--- src/rtl/tdm_demux_1_to_8.sv ---
// Receive side of the 8-slot TDM link: aligns on frame sync, gathers eight slots
// into a shadow frame and hands completed frames out through a valid/ready register.
module tdm_demux_1_to_8 #(
  parameter int DATA_W = 1,
  parameter int NUM_CH = 8
) (
  input  logic                     clk_i,
  input  logic                     rst_n_i,
  input  logic [DATA_W-1:0]        d_i,
  input  logic                     d_valid_i,
  input  logic                     sync_i,
  input  logic                     clr_i,
  output logic [NUM_CH*DATA_W-1:0] y_o,
  output logic                     y_valid_o,
  input  logic                     y_ready_i,
  output logic [2:0]               sel_o,
  output logic                     sync_err_o,
  output logic                     ovf_o
);

  typedef enum logic {HUNT, COLLECT} state_t;

  localparam logic [2:0] LAST_SLOT = 3'(NUM_CH - 1);

  state_t                     state;
  logic [DATA_W-1:0]          shadow [0:NUM_CH-1];
  logic [NUM_CH*DATA_W-1:0]   frame_word;

  logic       in_collect;
  logic       slot_wr;
  logic [2:0] wr_idx;
  logic       frame_done;
  logic       out_free;
  logic       load;
  logic       early_sync;
  logic       missing_sync;
  logic       err_set;
  logic       ovf_set;

  assign in_collect   = (state == COLLECT);
  assign slot_wr      = d_valid_i && (sync_i || (in_collect && sel_o != 3'd0));
  assign wr_idx       = sync_i ? 3'd0 : sel_o;
  assign frame_done   = d_valid_i && in_collect && !sync_i && (sel_o == LAST_SLOT);
  assign out_free     = !y_valid_o || y_ready_i;
  assign load         = frame_done && out_free;
  assign early_sync   = d_valid_i && in_collect && sync_i && (sel_o != 3'd0);
  assign missing_sync = d_valid_i && in_collect && !sync_i && (sel_o == 3'd0);
  assign err_set      = early_sync || missing_sync;
  assign ovf_set      = frame_done && !out_free;

  // The last slot bypasses the shadow so the frame loads on the edge sampling it.
  generate
    for (genvar gi = 0; gi < NUM_CH - 1; gi++) begin : g_pack
      assign frame_word[gi*DATA_W +: DATA_W] = shadow[gi];
    end
  endgenerate
  assign frame_word[(NUM_CH-1)*DATA_W +: DATA_W] = d_i;

  always_ff @(posedge clk_i) begin
    if (slot_wr) shadow[wr_idx] <= d_i;
  end

  always_ff @(posedge clk_i or negedge rst_n_i) begin
    if (!rst_n_i) begin
      state      <= HUNT;
      sel_o      <= 3'd0;
      y_o        <= '0;
      y_valid_o  <= 1'b0;
      sync_err_o <= 1'b0;
      ovf_o      <= 1'b0;
    end else begin
      case (state)
        HUNT: begin
          if (d_valid_i && sync_i) begin
            sel_o <= 3'd1;
            state <= COLLECT;
          end
        end
        COLLECT: begin
          if (d_valid_i) begin
            if (sync_i) begin
              sel_o <= 3'd1;
            end else if (sel_o == 3'd0) begin
              state <= HUNT;
            end else begin
              sel_o <= sel_o + 3'd1;
            end
          end
        end
        default: state <= HUNT;
      endcase

      if (load) begin
        y_o       <= frame_word;
        y_valid_o <= 1'b1;
      end else if (y_valid_o && y_ready_i) begin
        y_valid_o <= 1'b0;
      end

      // A new error in the clearing cycle must not be lost.
      if (err_set)    sync_err_o <= 1'b1;
      else if (clr_i) sync_err_o <= 1'b0;

      if (ovf_set)    ovf_o <= 1'b1;
      else if (clr_i) ovf_o <= 1'b0;
    end
  end

endmodule
--- config.mk ---
export PLATFORM = sky130hd
export DESIGN_NAME = tdm_demux_1_to_8
export DESIGN_NICKNAME = d
export VERILOG_FILES = /design/src/rtl/tdm_demux_1_to_8.sv
export SDC_FILE = /design/constraint.sdc
export NUM_CORES = 1
export LEC_CHECK = 0
export ABC_AREA = 0
export BUFFER_PORTS_ARGS = -buffer_cell sky130_fd_sc_hd__buf_2
export CORE_MARGIN = 2
export CORE_UTILIZATION = 52
export DETAILED_ROUTE_END_ITERATION = 8
export PLACE_DENSITY = 0.79
export SETUP_SLACK_MARGIN = 0.5
export SYNTH_ARGS = -nofsm -noshare
export SYNTH_HDL_FRONTEND = slang
export SYNTH_SLANG_ARGS = --single-unit
--- constraint.sdc ---
create_clock -name clk_i -period 2.1 [get_ports clk_i]
set_input_delay 0.315 -clock clk_i [delete_from_list [all_inputs] [get_ports clk_i]]
set_output_delay 0.315 -clock clk_i [all_outputs]
set_load 0.02 [all_outputs]
==> flow_metrics.tcl <==
set metrics [dict create \
    status "finished, final reports clean" \
    cts_tree "built" \
    ys_seq_area_share_pct 58.4 \
    num_rows 15 \
    yosys.cell_count.top_type "dfrtp_1" \
    drc 0 \
    relSlewSlack_pct 76.7 \
    synth_flop_cell "dfrtp_1" \
    grt_max_degree 16 \
    p_sw_mw 0.505 \
    tightest_slew_ns 0.350 \
    cp_slowest_cell "dfrtp_2" \
    max_freq_ghz 0.634 \
    synth_seq_cells 22 \
    hold_path.class "primary input to register" \
    synthesis.instances 77 \
    syn_nets 87 \
    multi_input_area_um2 409 \
    setup_viol 0 \
    yosys.area_share.simple_pct 13.4 \
    endpoint_kind "register" \
    setup_ws_ns 0.523 \
    cts_buffer_depth 2 \
    routed_wl_um 1890 \
    timing.final.crit_share_pct 75.1 \
    period_needed_ns 1.58 \
    power_density_nw_per_um2 1150 \
    nets 114 \
    synth_fa_ha_area_share_pct 3.75 \
    path_buf_inv 1 \
    ys_async_sr_fraction_pct 68.2 \
    peakVddDrop_mv 0.763 \
    synth-xor-area-share_pct 0.874 \
    clk_pin_slew_ns 0.12 \
    layout.cells.non_filler 128 \
    seq_area_um2 589 \
    pwr-share-clk_pct 22.3 \
    yosys_warnings 0 \
    synth_top_family_by_area "simple AND/OR/NAND/NOR gates" \
    maxCapViolations 0 \
    path_delay_family "flip-flops" \
    drt_iter0_drc 16 \
    grt_pass1_vias 663 \
    ant_nets 0 \
    worstSkewPairLatency_ns 0.31 \
    crit_top_cell "ha_4" \
    switching_share_pct 34.6 \
    intPower_mw 0.956 \
    grt_pass1_wl_um 2920 \
    clock_sink_count 22 \
    synthMuxAreaShare_pct 9.99 \
    synthTopCellsByCount "dfrtp_1, mux2_2, edfxtp_1, inv_1, nand2_1" \
    synth_largest_area_cell "dfrtp_1" \
    synth_cell_types 29 \
    antenna_found_initial 0 \
    place_inst 118 \
    drt-pass1-iter-count 4 \
    synth.area.top_cells "dfrtp_1, edfxtp_1, mux2_2" \
    vias 704 \
    crit_arrival_ns 1.79 \
    dpl_worst_slack_ns 0.331 \
    rsz0062_at_grt "yes" \
    grt_usage_pct 19.5 \
    h-tree-depth 1 \
    cp_slowest_stage_delay_ns 0.44 \
    crit_type "register to register" \
    tns_ns 0 \
    power.total_mw 1.46 \
    cts_made_buffers 3 \
    drv_slew 0 \
    die_area_um2 2290 \
    overflow 0 \
    start_kind "register" \
    synth_edf_count 7 \
    initial_core_util_pct 56.8 \
    diodes 0 \
    path_cells "ha_4 > ha_4 > nand4b_4 > nor2b_4 > buf_12 > mux2_2" \
    netlist_area_um2 1000 \
    power_frac_seq_pct 42.7 \
    hold_violations 0 \
    avgSynthCellArea_um2 13.0 \
    drive_gt1_share_pct 45.6 \
    crit_path_max_fanout 8 \
    pin_count 21 \
    synth_top_area_share_pct 37.5 \
    hpwl_um 1240 \
    port_buffers 20 \
    syn_to_final_growth_pct 26.6 \
    avgViaCountPerCell 5.50 \
    place.gp.congestion 0.814 \
    fin_worst_skew_ns 0.00240 \
    core_area_um2 1760 \
    cp_data_required_time_ns 2.31 \
    power.share.combinational_pct 35.0 \
    die_h_um 47.9 \
    synth_compound_area_share_pct 7.49 \
    drt-wirelength-per-cell_um 14.8 \
    cts_root_buffer "clkbuf_4" \
    dieWidth_um 47.9 \
    p_leak_nw 0.607 \
    fillCellCount 136 \
]
registers in the layout, summed over array words and instances (netlist names):
| name | cells |
|---|---|
| ovf_o | 1 |
| y_o | 8 |
| y_valid_o | 1 |
| in_collect | 1 |
| shadow | 7 |
| sel_o | 3 |
| sync_err_o | 1 |
cell usage in the layout, fill, tap and decap left out, types with 2 or more instances in the layout:
master	netlist	layout
nand2b_1	2	2
buf_4	1	4
inv_1	7	6
mux2_4	0	5
dfrtp_1	15	12
edfxtp_1	7	7
nor2_1	3	2
nor3_1	3	3
buf_2	1	20
a21oi_1	2	2
nand2_1	5	5
nor2b_1	2	2
clkbuf_4	0	3
ha_4	0	2
o22ai_1	2	2
mux2_2	8	3
dfrtp_2	0	3
layer usage:
metal  up-vias  GRT usage (%)  share of wire [%]
li1        329              -                  -
met1       347           22.4                 42
met2        22           32.8                 52
met3         6           4.53                3.3
met4         0           11.4                2.8
met5         -              0                  0
kinds of logic after synthesis:
| family | after synthesis |
|---|---|
| buf+inv | 11 |
| mux | 9 |
| fa+ha+maj | 3 |
| simple gates | 21 |
| flops | 22 |
| xor+xnor | 1 |
| compound gates | 10 |
power groups by stage:
stage	Sequential (mW)	Clock [mW]	Combinational [mW]
4_1_cts	0.621	0.326	0.497
6_report	0.624	0.326	0.512
5_1_grt	0.637	0.348	0.570
3_5_place_dp	0.639	0	0.429
3_3_place_gp	0.634	0	0.414
2_1_floorplan	0.686	0	0.258
worst register-to-register path, stage by stage (launching register included):
cell	delay, ns
dfrtp_2	0.44
ha_4	0.15
ha_4	0.13
nand4b_4	0.13
nor2b_4	0.16
buf_12	0.13
mux2_2	0.33
metrics by stage:
stage | utilization, % | area [µm²] | hold slack [ns]
finish | 71.9 | 1270 | 0.206
global route | 71.9 | 1270 | 0.193
CTS | 69.4 | 1220 | 0.197
detailed placement | 63.3 | 1120 | 0.243
global placement | 63.3 | 1120 | 0.232
floorplan | - | 1020 | 0.0194
path summary, 6_finish.rpt:
kind | start | endpoint | slack (ns) | cells past startpoint
min reg2reg | shadow[1] | y_o[1] | 0.49 | 1
max in group asynchronous | rst_n_i | sel_o[2] | 1.40 | 2
min | clr_i | sync_err_o | 0.21 | 2
max reg2reg | sel_o[1] | y_o[2] | 0.52 | 6
max | sel_o[1] | y_o[2] | 0.52 | 6
min in group asynchronous | rst_n_i | y_o[1] | 0.42 | 2
cell type report:
type	instances	area share, %
multi-input cells	44	32.2
clock buffers	3	1.78
inverters	7	2.07
flip-flops and latches	22	46.4
clock inverters	1	2.37
repair buffers	26	12.6
well taps	25	2.47
repair_timing:
item | CTS | global route
setup buffers | 3 | 2
setup endpoints to repair | 9 | 9
gates cloned | 0 | 0
gates resized for setup | 5 | 6
pin swaps | 0 | 1
hold buffers | 1 | 0
endpoints found under the hold margin | 15 | 0
No activity file was read; power rests on OpenSTA's default activity.
